### src/rtl/bcd_id_extract.sv
// Extracts a binary ID field from a received tag frame and converts it to packed BCD,
// one bit per clock, with saturation to all nines when the ID does not fit.
module bcd_id_extract #(
  parameter int FRAME_W = 45,
  parameter int ID_LSB  = 1,
  parameter int ID_W    = 16,
  parameter int DIGITS  = 4
) (
  input  logic                  clk,
  input  logic                  rst_n,
  input  logic                  start,
  input  logic [FRAME_W-1:0]    frame,
  output logic                  busy,
  output logic                  done,
  output logic [4*DIGITS-1:0]   bcd,
  output logic                  overflow
);

  localparam int CNT_W = $clog2(ID_W) + 1;
  localparam int BCD_W = 4 * DIGITS;
  localparam logic [CNT_W-1:0] LAST_CNT = CNT_W'(ID_W - 1);

  typedef enum logic [1:0] {IDLE, CONV, FIN} state_t;

  state_t             state_q, state_d;
  logic [ID_W-1:0]    shift_q, shift_d;
  logic [BCD_W-1:0]   scratch_q, scratch_d;
  logic               sticky_q, sticky_d;
  logic [CNT_W-1:0]   count_q, count_d;
  logic               busy_q, busy_d;
  logic               done_q, done_d;
  logic [BCD_W-1:0]   bcd_q, bcd_d;
  logic               overflow_q, overflow_d;

  logic [BCD_W-1:0]       adj;
  logic [BCD_W+ID_W:0]    shifted;
  logic                   unused_frame;

  // Only the ID field of the frame matters; the rest is deliberately ignored.
  assign unused_frame = ^frame;

  // Add-3 correction on every digit, evaluated in parallel before the shift.
  for (genvar gi = 0; gi < DIGITS; gi++) begin : g_adj
    assign adj[4*gi +: 4] = (scratch_q[4*gi +: 4] >= 4'd5) ? scratch_q[4*gi +: 4] + 4'd3
                                                           : scratch_q[4*gi +: 4];
  end

  // Top bit is the carry out of the most significant digit.
  assign shifted = {adj, shift_q, 1'b0};

  always_comb begin
    state_d    = state_q;
    shift_d    = shift_q;
    scratch_d  = scratch_q;
    sticky_d   = sticky_q;
    count_d    = count_q;
    done_d     = 1'b0;
    bcd_d      = bcd_q;
    overflow_d = overflow_q;

    case (state_q)
      IDLE: begin
        if (start) begin
          shift_d   = frame[ID_LSB + ID_W - 1 : ID_LSB];
          scratch_d = '0;
          sticky_d  = 1'b0;
          count_d   = '0;
          state_d   = CONV;
        end
      end
      CONV: begin
        scratch_d = shifted[BCD_W + ID_W - 1 : ID_W];
        shift_d   = shifted[ID_W - 1 : 0];
        sticky_d  = sticky_q | shifted[BCD_W + ID_W];
        count_d   = count_q + 1'b1;
        if (count_q == LAST_CNT) begin
          state_d = FIN;
        end
      end
      FIN: begin
        bcd_d      = sticky_q ? {DIGITS{4'h9}} : scratch_q;
        overflow_d = sticky_q;
        done_d     = 1'b1;
        state_d    = IDLE;
      end
      default: begin
        state_d = IDLE;
      end
    endcase

    busy_d = (state_d != IDLE);
  end

  always_ff @(posedge clk or negedge rst_n) begin
    if (!rst_n) begin
      state_q    <= IDLE;
      shift_q    <= '0;
      scratch_q  <= '0;
      sticky_q   <= 1'b0;
      count_q    <= '0;
      busy_q     <= 1'b0;
      done_q     <= 1'b0;
      bcd_q      <= '0;
      overflow_q <= 1'b0;
    end else begin
      state_q    <= state_d;
      shift_q    <= shift_d;
      scratch_q  <= scratch_d;
      sticky_q   <= sticky_d;
      count_q    <= count_d;
      busy_q     <= busy_d;
      done_q     <= done_d;
      bcd_q      <= bcd_d;
      overflow_q <= overflow_d;
    end
  end

  assign busy     = busy_q;
  assign done     = done_q;
  assign bcd      = bcd_q;
  assign overflow = overflow_q;

endmodule

### config.mk
export PLATFORM = sky130hd
export DESIGN_NAME = bcd_id_extract
export DESIGN_NICKNAME = d
export VERILOG_FILES = /design/src/rtl/bcd_id_extract.sv
export SDC_FILE = /design/constraint.sdc
export NUM_CORES = 1
export LEC_CHECK = 0
export ABC_AREA = 1
export CAP_MARGIN = 40
export CORE_MARGIN = 1.5
export CORE_UTILIZATION = 49
export CTS_BUF_LIST = sky130_fd_sc_hd__clkbuf_4 sky130_fd_sc_hd__clkbuf_8 sky130_fd_sc_hd__clkbuf_16
export DETAILED_ROUTE_END_ITERATION = 10
export PLACE_DENSITY = 0.77
export SETUP_SLACK_MARGIN = 0.1
export SLEW_MARGIN = 40
export SYNTH_ARGS = -nofsm -noshare
export SYNTH_HDL_FRONTEND = slang
export SYNTH_SLANG_ARGS = --single-unit
### constraint.sdc
create_clock -name clk -period 1.3 [get_ports clk]
set_input_delay 0.26 -clock clk [delete_from_list [all_inputs] [get_ports clk]]
set_output_delay 0.26 -clock clk [all_outputs]
set_load 0.005 [all_outputs]
==> metrics.txt <==
status=finished, final reports clean; commonest non-fill, non-tap cell in the layout=nand2_1; share of cells above drive strength 1=27.45%; filler instances=405; Row Count=27; most frequent cells in the layout=nand2_1 (114), dfrtp_1 (57), buf_4 (38); clk sinks=59; ANT nets after route=0; mapped cell area=0.002740 mm2; CTS tree=yes; post-synthesis sequential area ratio=53.88%; Slew Viols, Final=0; final instance area=a little under 0.004 mm2; fin nets=approximately 470; Port Buffers=37; post-detailed-routing wire length=6235 um; Worst Setup End Kind=flip-flop; Placeable Area=0.005439 mm2; first-pass GRT wire length=roughly 9800 um; Yosys cell types=19; routing usage on met2=32.52%; Min Hold Slack=roughly 460 ps; Synth Net Count=just under 400; Top delay family on crit path=simple AND/OR/NAND/NOR gates; Slew HR=between 70% and 80%; drt initial violations=170; slowest CP cell=dfrtp_1; clk slew on worst S/H paths=about 70 ps; initial antenna violation count=0; switching share of total power=between 30% and 40%; crit path max fanout=4; Root Buffer=clkbuf_8; vias per inst=between 5 and 6; Max clock buf depth=2; power share of the combinational group=44.4%; Num CTS Buffers=9; post-layout min period=1222 ps; P per Cell Area=2219 mW/mm2; synth-to-layout area growth=40.55%; Die W=77.78 um; DRT Pass-1 Iters=5; Worst VDD drop=0.001035 V; Psw=~3300 uW; ant diodes=0; Hold WC Path Type=input port to async pin; Slew @ Worst Pin=307.8 ps; Overall Power=8546 uW; final worst-path cycle share=a little over nine tenths; die area=0.006050 mm2; Syn Area/Cell=8.278 um2; met1 Usage GRT=26.25%; Initial Utilization=50.38%; Die Ht=about 78 um; Internal=5239 uW; RSZ-0062 raised after global routing=yes; GRT busiest layer=met2; crit path DAT=1500 ps; Setup Skew=7.733 ps; crit start category=flip-flop; largest stage delay on the critical path=410 ps; #FFs+latches synth=59; CP Buf/Inv Count=1; H-tree depth=3; met3 Use GR=4.000%; largest net degree at the start of global routing=60; gpl congestion=0.8397; via count=roughly 2.5k; GRT Resource Usage Total=20.81%; crit-path cells=inv_2 > ha_4 > nor2_2 > nor2_4 > nor2_1 > nand2_1 > nand2_1; vias in the first global route=between 2k and 2.5k; Post-Place Cell Area=0.003313 mm2; number of I/O pins=67; clock share of power=a little over a fifth; hold violation count in the final report=0; DP HPWL=3707 um; Leak Pwr=0.001901 uW; clock latency on the worst-skew pair=between 300 and 400 ps; Worst EP required=1570 ps; Post-Syn Instances=approximately 330; total global routing overflow=0; final setup vio count=0; drt wl/cell=12.70 um; highest clock rate=slightly above 800 MHz; cell mode on critical path=nand2_1; Ys Warns=0; kind of critical path=flip-flop to flip-flop; drt drc=0; post-route core utilization=70.81%; max_cap viols=0; register share of total power=34.7%
==> cell families (layout without fill, tap and decap cells) <==
family | count (synthesis) | in the layout | share of synthesized area (%)
simple gates | 191 | 191 | 29.22
compound gates | 34 | 34 | 6.348
buf+inv | 37 | 125 | 5.982
fa+ha+maj | 10 | 10 | 4.566
flops | 59 | 59 | 53.88
==> sequential cells by signal (all words and copies together), names as in the netlist <==
| name | cells |
|---|---|
| scratch_q | 16 |
| overflow | 1 |
| done | 1 |
| bcd | 16 |
| shift_q | 16 |
| state_q | 2 |
| busy | 1 |
| count_q | 5 |
| sticky_q | 1 |
==> worst min-delay path: stages <==
cell and delay, ps:
dlygate4sd3_1 520, buf_2 120, buf_12 280
==> path summary, 6_finish.rpt <==
check | startpoint | endpoint | slack, ps | cells after the start
max | scratch_q[12]$_DFFE_PN0P_ | sticky_q$_DFFE_PN0P_ | 80 | 7
min in group clk | frame[1] | shift_q[0]$_DFFE_PN0P_ | 460 | 3
min reg2reg | shift_q[0]$_DFFE_PN0P_ | shift_q[0]$_DFFE_PN0P_ | 480 | 2
max in group asynchronous | rst_n | state_q[0]$_DFF_PN0_ | 580 | 3
min | rst_n | scratch_q[7]$_DFFE_PN0P_ | 460 | 3
max reg2reg | scratch_q[12]$_DFFE_PN0P_ | sticky_q$_DFFE_PN0P_ | 80 | 7
==> metal layers <==
layer	vias up	part of all wire (%)
met5	-	0
met4	0	3.4
met3	23	4.8
met2	83	48
met1	1156	44
li1	1220	-
==> per-stage QoR <==
stage	std cells	setup slack, ps	setup TNS [ps]
floorplan	331	116.1	0
global placement	450	-117.7	-2963
detailed placement	450	-133.3	-3245
CTS	480	96.01	0
global route	491	20.56	0
finish	491	77.76	0
==> synthesized netlist by cell type, drive strengths merged <==
master  instances  area, um2
ha             10      125.1
nand4           4      25.02
inv            29      108.9
o22ai           1      6.260
dfrtp          59       1476
nand3          36      180.2
nand2         128      490.5
o21a            1      7.510
nor2           23      105.1
o21ai          22      110.1
a21oi          10      50.05
buf             8      55.05
==> final cells by class <==
| class | count | area (um2) | share of cell area, % |
|---|---|---|---|
| clock inverters | 1 | 30.03 | 0.7797 |
| clock buffers | 15 | 187.7 | 4.873 |
| multi-input cells | 235 | 1257 | 32.65 |
| inverters | 29 | 115.1 | 2.989 |
| well taps | 72 | 90.09 | 2.339 |
| flip-flops and latches | 59 | 1479 | 38.40 |
| repair buffers | 80 | 691.9 | 17.97 |
==> power by group through the flow <==
stage	clock (uW)	combinational, uW	sequential, uW
6_report	1790	3790	2960
3_5_place_dp	0	3000	2920
2_1_floorplan	0	2030	2840
4_1_cts	1820	3190	2900
5_1_grt	1900	4270	3040
3_3_place_gp	0	2880	2890
==> what timing repair did <==
item	4_1_cts	5_1_grt
hold buffers	1	0
endpoints found under the setup margin	33	65
gates resized for setup	54	58
pin swaps	4	15
buffers inserted	13	11
endpoints found under the hold margin	59	0
Power figures use the tool's default switching activity.
